==> config.mk <==
export PLATFORM = sky130hd
export DESIGN_NAME = seq_divider
export DESIGN_NICKNAME = d
export VERILOG_FILES = /design/src/rtl/mdu_pkg.sv /design/src/rtl/div_step.sv /design/src/rtl/seq_divider.sv
export SDC_FILE = /design/constraint.sdc
export NUM_CORES = 1
export LEC_CHECK = 0
export BUFFER_PORTS_ARGS = -buffer_cell sky130_fd_sc_hd__buf_2
export CAP_MARGIN = 20
export CELL_PAD_IN_SITES_DETAIL_PLACEMENT = 2
export CELL_PAD_IN_SITES_GLOBAL_PLACEMENT = 2
export CORE_MARGIN = 1
export CORE_UTILIZATION = 33
export CTS_CLUSTER_SIZE = 30
export DETAILED_ROUTE_END_ITERATION = 8
export GPL_ROUTABILITY_DRIVEN = 1
export PLACE_DENSITY_LB_ADDON = 0.1
export SLEW_MARGIN = 0
export SYNTH_ARGS = -nofsm -noshare
export SYNTH_HDL_FRONTEND = slang
export SYNTH_SLANG_ARGS = --single-unit
==> constraint.sdc <==
create_clock -name clk -period 3.15 [get_ports clk]
set_input_delay 0.1575 -clock clk [delete_from_list [all_inputs] [get_ports clk]]
set_output_delay 0.1575 -clock clk [all_outputs]
set_load 0.05 [all_outputs]
==> src/rtl/mdu_pkg.sv <==
// Shared definitions for the multiply/divide unit: default operand width,
// counter width and the divider FSM state encoding.
package mdu_pkg;

  localparam int MDU_WIDTH = 32;
  localparam int CNT_W     = $clog2(MDU_WIDTH);

  typedef enum logic [2:0] {
    IDLE = 3'd0,
    ITER = 3'd1,
    FIX  = 3'd2,
    DONE = 3'd3,
    DZ   = 3'd4
  } div_state_e;

endpackage

==> src/rtl/div_step.sv <==
// One restoring-division step: shift the next dividend bit into the partial
// remainder, then subtract the divisor magnitude if it fits.
module div_step #(
  parameter int WIDTH = 32
) (
  input  logic [WIDTH-1:0] rem,
  input  logic             dvd_msb,
  input  logic [WIDTH:0]   bmag,
  output logic [WIDTH-1:0] rem_nxt,
  output logic             q_bit
);

  logic [WIDTH:0]   shifted;
  logic [WIDTH-1:0] diff;

  // The remainder always stays below |b| <= 2^(WIDTH-1), so the difference
  // is exact in WIDTH bits whenever the subtraction is taken.
  always_comb begin
    shifted = {rem, dvd_msb};
    q_bit   = (shifted >= bmag);
    diff    = shifted[WIDTH-1:0] - bmag[WIDTH-1:0];
    rem_nxt = q_bit ? diff : shifted[WIDTH-1:0];
  end

endmodule

==> src/rtl/seq_divider.sv <==
// Multi-cycle signed divider (MIPS DIV semantics): lo = quotient truncated
// toward zero, hi = remainder with the sign of the dividend.
module seq_divider
  import mdu_pkg::*;
#(
  parameter int WIDTH = MDU_WIDTH
) (
  input  logic             clk,
  input  logic             reset,
  input  logic             start,
  input  logic [WIDTH-1:0] a,
  input  logic [WIDTH-1:0] b,
  output logic [WIDTH-1:0] hi,
  output logic [WIDTH-1:0] lo,
  output logic             ready,
  output logic             div_zero,
  output logic             busy
);

  localparam int CW = $clog2(WIDTH);

  div_state_e       state_q, state_d;
  logic [CW-1:0]    cnt_q, cnt_d;
  logic [WIDTH-1:0] dvd_q, dvd_d;
  logic [WIDTH:0]   bmag_q, bmag_d;
  logic [WIDTH-1:0] rem_q, rem_d;
  logic [WIDTH-1:0] quo_q, quo_d;
  logic             sgn_quo_q, sgn_quo_d;
  logic             sgn_rem_q, sgn_rem_d;
  logic             dz_q, dz_d;
  logic [WIDTH-1:0] hi_q, hi_d;
  logic [WIDTH-1:0] lo_q, lo_d;

  logic [WIDTH-1:0] a_abs;
  logic [WIDTH:0]   b_ext;
  logic [WIDTH:0]   b_mag;
  logic [WIDTH-1:0] step_rem;
  logic             step_q;

  // |INT_MIN| reads correctly as an unsigned WIDTH-bit magnitude.
  always_comb begin
    a_abs = a[WIDTH-1] ? (~a + 1'b1) : a;
    b_ext = {b[WIDTH-1], b};
    b_mag = b[WIDTH-1] ? (~b_ext + 1'b1) : b_ext;
  end

  div_step #(.WIDTH(WIDTH)) u_step (
    .rem     (rem_q),
    .dvd_msb (dvd_q[WIDTH-1]),
    .bmag    (bmag_q),
    .rem_nxt (step_rem),
    .q_bit   (step_q)
  );

  always_comb begin
    state_d   = state_q;
    cnt_d     = cnt_q;
    dvd_d     = dvd_q;
    bmag_d    = bmag_q;
    rem_d     = rem_q;
    quo_d     = quo_q;
    sgn_quo_d = sgn_quo_q;
    sgn_rem_d = sgn_rem_q;
    dz_d      = dz_q;
    hi_d      = hi_q;
    lo_d      = lo_q;
    case (state_q)
      IDLE: begin
        if (start) begin
          if (b == '0) begin
            state_d = DZ;
            dz_d    = 1'b1;
          end else begin
            state_d   = ITER;
            dz_d      = 1'b0;
            dvd_d     = a_abs;
            bmag_d    = b_mag;
            sgn_quo_d = a[WIDTH-1] ^ b[WIDTH-1];
            sgn_rem_d = a[WIDTH-1];
            rem_d     = '0;
            quo_d     = '0;
            cnt_d     = CW'(WIDTH - 1);
          end
        end
      end
      ITER: begin
        rem_d = step_rem;
        quo_d = {quo_q[WIDTH-2:0], step_q};
        dvd_d = dvd_q << 1;
        cnt_d = cnt_q - CW'(1);
        if (cnt_q == '0) state_d = FIX;
      end
      FIX: begin
        lo_d    = sgn_quo_q ? -quo_q : quo_q;
        hi_d    = sgn_rem_q ? -rem_q : rem_q;
        state_d = DONE;
      end
      DONE:    state_d = IDLE;
      // Divide-by-zero waits one cycle here, then reports through DONE.
      DZ:      state_d = DONE;
      default: state_d = IDLE;
    endcase
  end

  always_ff @(posedge clk or negedge reset) begin
    if (!reset) begin
      state_q   <= IDLE;
      cnt_q     <= '0;
      dvd_q     <= '0;
      bmag_q    <= '0;
      rem_q     <= '0;
      quo_q     <= '0;
      sgn_quo_q <= 1'b0;
      sgn_rem_q <= 1'b0;
      dz_q      <= 1'b0;
      hi_q      <= '0;
      lo_q      <= '0;
    end else begin
      state_q   <= state_d;
      cnt_q     <= cnt_d;
      dvd_q     <= dvd_d;
      bmag_q    <= bmag_d;
      rem_q     <= rem_d;
      quo_q     <= quo_d;
      sgn_quo_q <= sgn_quo_d;
      sgn_rem_q <= sgn_rem_d;
      dz_q      <= dz_d;
      hi_q      <= hi_d;
      lo_q      <= lo_d;
    end
  end

  assign hi       = hi_q;
  assign lo       = lo_q;
  assign ready    = (state_q == DONE);
  assign div_zero = (state_q == DONE) && dz_q;
  assign busy     = (state_q != IDLE);

endmodule
==> results of run 1 <==
metrics by stage:
step / hold slack (ns) / TNS, ns / total power, mW
4_1_cts: 0.00338 / -1.54 / 16.2
6_report: 0.00581 / -1.47 / 16.3
3_3_place_gp: 0.335 / -1.29 / 12.6
5_1_grt: 0.0215 / -3.03 / 17.6
2_1_floorplan: -0.138 / -0.807 / 9.32
3_5_place_dp: 0.339 / -1.75 / 13.0
layout by cell type, fill, tap and decap left out, types with 25 or more instances in the layout:
cell / instances
sky130_fd_sc_hd__buf_4: 125
sky130_fd_sc_hd__buf_2: 132
sky130_fd_sc_hd__clkbuf_16: 25
sky130_fd_sc_hd__xnor2_1: 37
sky130_fd_sc_hd__o31ai_1: 31
sky130_fd_sc_hd__nand2_1: 177
sky130_fd_sc_hd__o21ai_0: 152
sky130_fd_sc_hd__a21oi_1: 105
sky130_fd_sc_hd__xor2_1: 111
sky130_fd_sc_hd__nor2_1: 123
sky130_fd_sc_hd__inv_1: 52
sky130_fd_sc_hd__dlygate4sd3_1: 44
sky130_fd_sc_hd__dfrtp_1: 203
sky130_fd_sc_hd__ha_1: 36
worst min-delay path by stage:
| stage | endpoint | slack, ns | depth (start not counted) |
|---|---|---|---|
| after floorplan | bmag_q[0] | -0.14 | 0 |
| after global placement | hi[10] | 0.34 | 1 |
| after detailed placement | hi[10] | 0.34 | 1 |
| after CTS | dvd_q[12] | 0.003 | 4 |
| after global routing | bmag_q[17] | 0.02 | 3 |
| final | bmag_q[17] | 0.006 | 3 |
report_power, final:
group / internal, mW / total (mW) / switching (mW)
logic: 4.14 / 9.37 / 5.23
clock network: 1.67 / 2.86 / 1.19
registers: 3.41 / 4.11 / 0.691
total: 9.22 / 16.3 / 7.11
layer usage:
metal	routed length (um)	vias to the layer above	global-route usage
li1	-	5365	-
met1	19500	5582	0.304
met2	18700	164	0.357
met3	1180	32	0.0204
met4	482	0	0.0363
met5	0	-	0
what timing repair did:
item,in CTS,in global routing
setup buffers,5,4
resized for setup,18,38
hold buffers,44,0
setup endpoints to repair,15,82
hold endpoints to repair,139,0
pin swaps,10,14
cell type report:
cell class | count | area [um^2] | area share
multi-input cells | 1041 | 6720 | 0.431
flip-flops and latches | 204 | 5110 | 0.327
repair buffers | 311 | 2210 | 0.141
clock buffers | 37 | 721 | 0.0462
well taps | 461 | 577 | 0.0370
inverters | 52 | 195 | 0.0125
clock inverters | 7 | 77.6 | 0.00497
worst min-delay path: stages:
cell and delay [ns]:
sky130_fd_sc_hd__buf_2 0.12, sky130_fd_sc_hd__xor2_1 0.14, sky130_fd_sc_hd__a21oi_1 0.08
logic make-up (layout without fill, tap and decap cells):
kind of cell | Yosys count | in the layout | synth area share
multiplexers | 20 | 20 | 0.0171
adder cells (fa/ha/maj) | 40 | 40 | 0.0423
buffers and inverters | 126 | 407 | 0.0397
XOR/XNOR | 149 | 149 | 0.109
AND/OR/NAND/NOR | 421 | 421 | 0.158
flip-flops | 204 | 204 | 0.425
AO/OA/AOI/OAI | 411 | 411 | 0.209
state kept, by name (all words and copies together) (netlist names):
signal and cells:
bmag_q 33, cnt_q 5, dvd_q 32, dz_q 1, hi 32, lo 32
quo_q 32, rem_q 32, sgn_quo_q 1, sgn_rem_q 1, state_q 3
==> results_tabular.tex, run 1 <==
\begin{tabular}{lr}
\hline
Metric & Value \\
\hline
\multicolumn{2}{l}{\textbf{Worst setup path}} \\
Worst Setup End Kind & register \\
Setup slack on the worst flop-to-flop path & -0.29 ns \\
Logic depth of the worst path, buffers included & 8 \\
Worst endpoint data arrival time & 3.85 ns \\
CP Max Fanout & 3 \\
Most used cell, CP & sky130\_fd\_sc\_hd\_\_or4\_4 \\
CP Launch Type & register \\
Worst r2r path cells & 8 \\
Worst R2R Start & rem\_q[9] \\
Endpoint of the worst register-to-register path & hi[31] \\
Critical-path cell with the highest stage delay & sky130\_fd\_sc\_hd\_\_or4\_4 \\
Crit path required time & 3.55 ns \\
Crit path cell chain & or4\_4 -> or4\_4 -> or4\_4 -> or3\_4 -> or4\_4 -> o31ai\_2 -> xor2\_1 -> a21oi\_1 \\
Worst Setup EP & hi[31] \\
Largest delay contributor family on the critical path & simple AND/OR/NAND/NOR gates \\
Critical Setup Path Class & register to register \\
Slowest Stage Delay on Critical Path & 0.55 ns \\
Buffers plus inverters on the worst setup path & 0 \\
Source of the critical timing path & rem\_q[9] \\
\multicolumn{2}{l}{\textbf{Place}} \\
Hpwl dp & 28.7 mm \\
Cell area reported after detailed placement & 0.0141 mm\^{}2 \\
\# port buffers & about 130 \\
Routability cong. & between 0.8 and 0.9 \\
Cell count after placement & just over 2,000 \\
Worst slack, placed & -0.317 ns \\
\multicolumn{2}{l}{\textbf{Drt}} \\
Final ANT Viol Nets & 0 \\
Vias per inst & around 5.3 \\
Initial DRC count & 352 \\
Routed wire per std cell & 18.8 um \\
Overall via count from detail\_route & 11,143 \\
Router iterations before antenna repair & 6 \\
Final Routed Wirelength & 39.8 mm \\
DRC viols & 23 \\
\multicolumn{2}{l}{\textbf{Logic synthesis}} \\
Register bit count reported by yosys & a little over 200 \\
Cell types with the largest area share after synthesis & sky130\_fd\_sc\_hd\_\_dfrtp\_1, sky130\_fd\_sc\_hd\_\_xor2\_1, sky130\_fd\_sc\_hd\_\_o21ai\_0, sky130\_fd\_sc\_hd\_\_nand2\_1, sky130\_fd\_sc\_hd\_\_a21oi\_1 \\
Share of synthesized area occupied by flip-flops and latches & 0.425 \\
Count leader, synth & sky130\_fd\_sc\_hd\_\_dfrtp\_1 \\
Ys async rst share & 1.00 \\
Largest area contributor in the synthesized netlist & sky130\_fd\_sc\_hd\_\_dfrtp\_1 \\
Avg Synthesized Cell Area & 8.75 um\^{}2 \\
Unique masters post-synth & 56 \\
Count of synthesis-stage warnings from yosys & 0 \\
Synthesized netlist cell count & 1,371 \\
Top FF cell, synth & sky130\_fd\_sc\_hd\_\_dfrtp\_1 \\
Cell area after technology mapping & $\sim$0.012 mm\^{}2 \\
Top cells by instance count after synthesis & sky130\_fd\_sc\_hd\_\_dfrtp\_1, sky130\_fd\_sc\_hd\_\_nand2\_1, sky130\_fd\_sc\_hd\_\_o21ai\_0, sky130\_fd\_sc\_hd\_\_nor2\_1, sky130\_fd\_sc\_hd\_\_xor2\_1 \\
Net Count, Synth & roughly 1,500 \\
Number of synthesized flops with an enable pin & 0 \\
Area fraction of the dominant cell type after synthesis & 0.425 \\
\multicolumn{2}{l}{\textbf{Global routing}} \\
Initial antenna violation count & 0 \\
Vias in the first global route & 11,900 \\
All-layer global routing usage & 0.215 \\
Overflow after GRT & 0 \\
First-pass GRT wire length & 64.1 mm \\
Pin count of the biggest net entering global routing & between 100 and 150 \\
\multicolumn{2}{l}{\textbf{CTS}} \\
Clock Sink Count & 204 \\
CTS H-tree depth & 1 \\
Clock root buffer master & sky130\_fd\_sc\_hd\_\_clkbuf\_16 \\
Total clock buffers created by CTS & 25 \\
CTS tree & done \\
CTS Buffer Depth & 3 \\
Clock transition at the register clock pins on the worst setup and hold paths after CTS & 0.06 ns \\
Clock network latency to the later pin of the worst-skew pair & 0.54 ns \\
\multicolumn{2}{l}{\textbf{STA}} \\
Minimum clock period after layout & 3.44 ns \\
Part of the cycle the worst path needs & 1.09 \\
Final Max Slew Viols & 0 \\
Worst slew margin & 0.309 \\
Fin worst setup slack & -0.294 ns \\
Final setup violation count & 9 \\
Slew @ Worst Pin & $\sim$1.0 ns \\
Maximum clock frequency & 0.290 GHz \\
Final setup skew & 0.0127 ns \\
Count of endpoints failing hold in the final timing report & 0 \\
RSZ-0062 raised after global routing & true \\
\multicolumn{2}{l}{\textbf{Floorplanning}} \\
Number of core rows & 69 \\
Core area & roughly 0.036 mm\^{}2 \\
Height of the die & 193 um \\
Top-level port count & 134 \\
Full die area & between 0.03 and 0.04 mm\^{}2 \\
Effective utilization at floorplan & 0.337 \\
Floorplan die width & 193 um \\
\multicolumn{2}{l}{\textbf{Run}} \\
Max-capacitance violation count & 0 \\
\multicolumn{2}{l}{\textbf{Run status}} \\
Violated checks & design-rule violations, negative setup slack \\
Status & complete, but fails checks \\
\multicolumn{2}{l}{\textbf{Min path}} \\
Startpoint of the worst hold path & b[17] \\
Class of the most critical hold timing path & primary input to register \\
\multicolumn{2}{l}{\textbf{Power}} \\
Worst vdd rail ir drop & approximately 0.48 mV \\
Power density relative to cell area & 1050 mW/mm\^{}2 \\
Standby leakage power & 7.07 nW \\
\multicolumn{2}{l}{\textbf{Layout}} \\
Area growth from synthesis to layout & 30.1\% \\
Post-layout util & 0.438 \\
Final non-filler cell total & approximately 2,100 \\
Number of filler instances in the final layout & 3,976 \\
N\_diodes & 0 \\
Final Cell Area & between 0.015 and 0.02 mm\^{}2 \\
\# nets final & 1,742 \\
Share of post-route cells with drive strength above 1 & 0.223 \\
\hline
\end{tabular}
No activity file was read; power rests on OpenSTA's default activity.
==> run 2: changes to the inputs <==
--- a/config.mk
+++ b/config.mk
@@ -10,7 +10,8 @@
 export CELL_PAD_IN_SITES_DETAIL_PLACEMENT = 2
 export CELL_PAD_IN_SITES_GLOBAL_PLACEMENT = 2
 export CORE_MARGIN = 1
-export CORE_UTILIZATION = 33
+export CORE_UTILIZATION = 25
+export CTS_BUF_LIST = sky130_fd_sc_hd__clkbuf_8
 export CTS_CLUSTER_SIZE = 30
 export DETAILED_ROUTE_END_ITERATION = 8
 export GPL_ROUTABILITY_DRIVEN = 1
==> constraint.sdc (replaced) <==
create_clock -name clk -period 2.9 [get_ports clk]
set_input_delay 0.145 -clock clk [delete_from_list [all_inputs] [get_ports clk]]
set_output_delay 0.145 -clock clk [all_outputs]
set_load 0.05 [all_outputs]
==> run 2 against run 1 <==
  * The run ends with negative setup slack left
  * Cell area increased by 10%
  * Via count up 3.7%
  * Routed wire length increased by 6.5%
  * Non-clock buffer count increased by 124
==> results_tabular.tex, run 2 (synthesis results as in run 1) <==
\begin{tabular}{lr}
\hline
Metric & Value \\
\hline
\multicolumn{2}{l}{\textbf{Run status}} \\
Status & complete, but fails checks \\
Violated checks & negative setup slack \\
\multicolumn{2}{l}{\textbf{Worst setup path}} \\
CP Launch Type & register \\
Critical-path cell with the highest stage delay & sky130\_fd\_sc\_hd\_\_or4\_4 \\
Worst Setup End Kind & register \\
Critical Setup Path Class & register to register \\
Worst endpoint data arrival time & 3.88 ns (+0.03 ns) \\
Slowest Stage Delay on Critical Path & 0.55 ns (about the same) \\
Most used cell, CP & sky130\_fd\_sc\_hd\_\_or4\_4 \\
Buffers plus inverters on the worst setup path & 0 (unchanged) \\
Largest delay contributor family on the critical path & simple AND/OR/NAND/NOR gates \\
Crit path required time & 3.39 ns (-0.16 ns) \\
CP Max Fanout & 3 (unchanged) \\
Crit path cell chain & or4\_4 -> or4\_4 -> or4\_4 -> or3\_4 -> or4\_4 -> o41ai\_4 -> xor2\_1 -> a21oi\_1 \\
\multicolumn{2}{l}{\textbf{STA}} \\
Fin worst setup slack & -0.491 ns (-0.197 ns) \\
Final setup violation count & 17 (+8) \\
Sum of negative setup slack & -5.31 ns (-3.84 ns) \\
Final Max Slew Viols & 0 (unchanged) \\
Count of endpoints failing hold in the final timing report & 0 (unchanged) \\
Minimum clock period after layout & 3.39 ns (-0.0532 ns) \\
Worst slew margin & 0.317 (+0.00772) \\
Part of the cycle the worst path needs & 1.17 (+0.0759) \\
Final setup skew & 0.0338 ns (+0.0211 ns) \\
RSZ-0062 raised after global routing & true \\
Maximum clock frequency & 0.295 GHz (+1.6\%) \\
Slew @ Worst Pin & 1.02 ns (-0.0116 ns) \\
\multicolumn{2}{l}{\textbf{CTS}} \\
CTS tree & done \\
Clock Sink Count & 204 (unchanged) \\
Clock network latency to the later pin of the worst-skew pair & 0.62 ns (+0.08 ns) \\
Total clock buffers created by CTS & 42 (+68\%) \\
Clock root buffer master & sky130\_fd\_sc\_hd\_\_clkbuf\_8 \\
Clock transition at the register clock pins on the worst setup and hold paths after CTS & 0.05 ns (about the same) \\
CTS Buffer Depth & 3 (unchanged) \\
CTS H-tree depth & 2 (+1) \\
\multicolumn{2}{l}{\textbf{Run}} \\
Max-capacitance violation count & 0 (unchanged) \\
\multicolumn{2}{l}{\textbf{Power}} \\
Standby leakage power & 7.80 nW (+10\%) \\
Worst vdd rail ir drop & 0.437 mV (-8.4\%) \\
Power density relative to cell area & 1110 mW/mm\^{}2 (+6.3\%) \\
\multicolumn{2}{l}{\textbf{Place}} \\
Cell area reported after detailed placement & 0.0149 mm\^{}2 (+6.2\%) \\
Hpwl dp & 31.2 mm (+8.8\%) \\
Routability cong. & 0.777 (-8.5\%) \\
\# port buffers & 133 (unchanged) \\
\multicolumn{2}{l}{\textbf{Global routing}} \\
Initial antenna violation count & 0 (unchanged) \\
All-layer global routing usage & 0.174 (-0.0404) \\
Overflow after GRT & 0 (unchanged) \\
Vias in the first global route & 12,581 (+5.7\%) \\
Pin count of the biggest net entering global routing & 75 (-40\%) \\
First-pass GRT wire length & 69.2 mm (+8.1\%) \\
\multicolumn{2}{l}{\textbf{Floorplanning}} \\
Core area & 0.0470 mm\^{}2 (+32\%) \\
Floorplan die width & 221 um (+15\%) \\
Top-level port count & 134 (unchanged) \\
Number of core rows & 79 (+14\%) \\
Full die area & 0.0489 mm\^{}2 (+32\%) \\
Height of the die & 221 um (+15\%) \\
Effective utilization at floorplan & 0.256 (-0.0810) \\
\multicolumn{2}{l}{\textbf{Layout}} \\
Share of post-route cells with drive strength above 1 & 0.291 (+0.0674) \\
Most frequent cells in the layout & sky130\_fd\_sc\_hd\_\_dfrtp\_1, sky130\_fd\_sc\_hd\_\_buf\_4, sky130\_fd\_sc\_hd\_\_nand2\_1 \\
N\_diodes & 0 (unchanged) \\
Register with the highest flop count & bmag\_q \\
Area growth from synthesis to layout & 43.2\% \\
\# nets final & 1,883 (+8.1\%) \\
Final Cell Area & 0.0172 mm\^{}2 (+10\%) \\
Post-layout util & 0.366 (-0.0716) \\
Number of flip-flops under the largest register name & 33 (unchanged) \\
\multicolumn{2}{l}{\textbf{Drt}} \\
Routed wire per std cell & 17.6 um (-6.6\%) \\
Overall via count from detail\_route & 11,557 (+3.7\%) \\
DRC viols & 0 (-100\%) \\
Router iterations before antenna repair & 4 (-2) \\
Final ANT Viol Nets & 0 (unchanged) \\
Initial DRC count & 343 (-2.6\%) \\
Final Routed Wirelength & 42.4 mm (+6.5\%) \\
Vias per inst & 4.80 (-9.0\%) \\
\multicolumn{2}{l}{\textbf{Min path}} \\
Class of the most critical hold timing path & primary input to register \\
\hline
\end{tabular}
-- run 2: changes by cell type in the layout (fill, tap and decap cells not counted), sizes merged --
cell,change
clkbuf,+10
dlygate4sd3,+29
buf,+95
bufinv,-1
inv,+17
-- run 2: report_power, final --
| part | switching (mW) | internal, mW |
|---|---|---|
| clock | 1.36 | 1.48 |
| combinational | 6.17 | 5.70 |
| sequential | 0.705 | 3.71 |
-- run 2: layer usage --
| layer | global-route usage | share of wire | up-vias |
|---|---|---|---|
| met2 | 0.280 | 0.46 | 137 |
| met1 | 0.246 | 0.50 | 5746 |
| met5 | 0 | 0 | - |
| li1 | - | - | 5633 |
| met3 | 0.0297 | 0.025 | 41 |
| met4 | 0.0352 | 0.013 | 0 |
-- run 2: path summary, 6_finish.rpt --
kind                                 start    endpoint  slack (ns)  cells after the start
worst max-delay path              rem_q[9]      hi[29]       -0.49                      8
worst max register to register    rem_q[9]      hi[29]       -0.49                      8
worst min-delay path                 b[31]  state_q[2]        0.09                      5
worst min register to register  bmag_q[23]  bmag_q[23]        0.48                      2
max in group asynchronous            reset      lo[27]        1.85                      3
min in group asynchronous            reset       hi[0]        0.16                      2
-- run 2: metrics by stage --
| step | total power, mW | setup WS, ns | instances | hold WS (ns) |
|---|---|---|---|---|
| after floorplan | 10.2 | -0.463 | 1371 | -0.151 |
| after global placement | 14.7 | -0.522 | 2246 | 0.243 |
| after detailed placement | 15.0 | -0.533 | 2246 | 0.247 |
| after CTS | 18.6 | -0.497 | 2394 | 0.0225 |
| after global routing | 20.8 | -0.557 | 2409 | 0.0790 |
| final | 19.1 | -0.491 | 2409 | 0.0863 |
-- run 2: worst reg2reg max path, stage by stage, from the launching register on --
cell                      delay, ns
sky130_fd_sc_hd__dfrtp_1       0.38
sky130_fd_sc_hd__or4_4         0.55
sky130_fd_sc_hd__or4_4         0.51
sky130_fd_sc_hd__or4_4         0.50
sky130_fd_sc_hd__or3_4         0.38
sky130_fd_sc_hd__or4_4         0.47
sky130_fd_sc_hd__o41ai_4       0.23
sky130_fd_sc_hd__xor2_1        0.17
sky130_fd_sc_hd__a21oi_1       0.08
-- run 2: final cells by class --
type	count	area (um^2)
Timing Repair Buffer	435	3300
Multi-Input combinational cell	1041	7070
Inverter	52	195
Clock buffer	47	647
Fill cell	5167	29800
Clock inverter	23	114
Sequential cell	204	5100
Tap cell	607	759
-- run 2: timing repair --
item | 4_1_cts | 5_1_grt
gates resized for setup | 52 | 76
hold buffers | 73 | 0
pin swaps | 26 | 24
hold endpoints to repair | 136 | 0
endpoints found under the setup margin | 49 | 91
setup buffers | 5 | 18
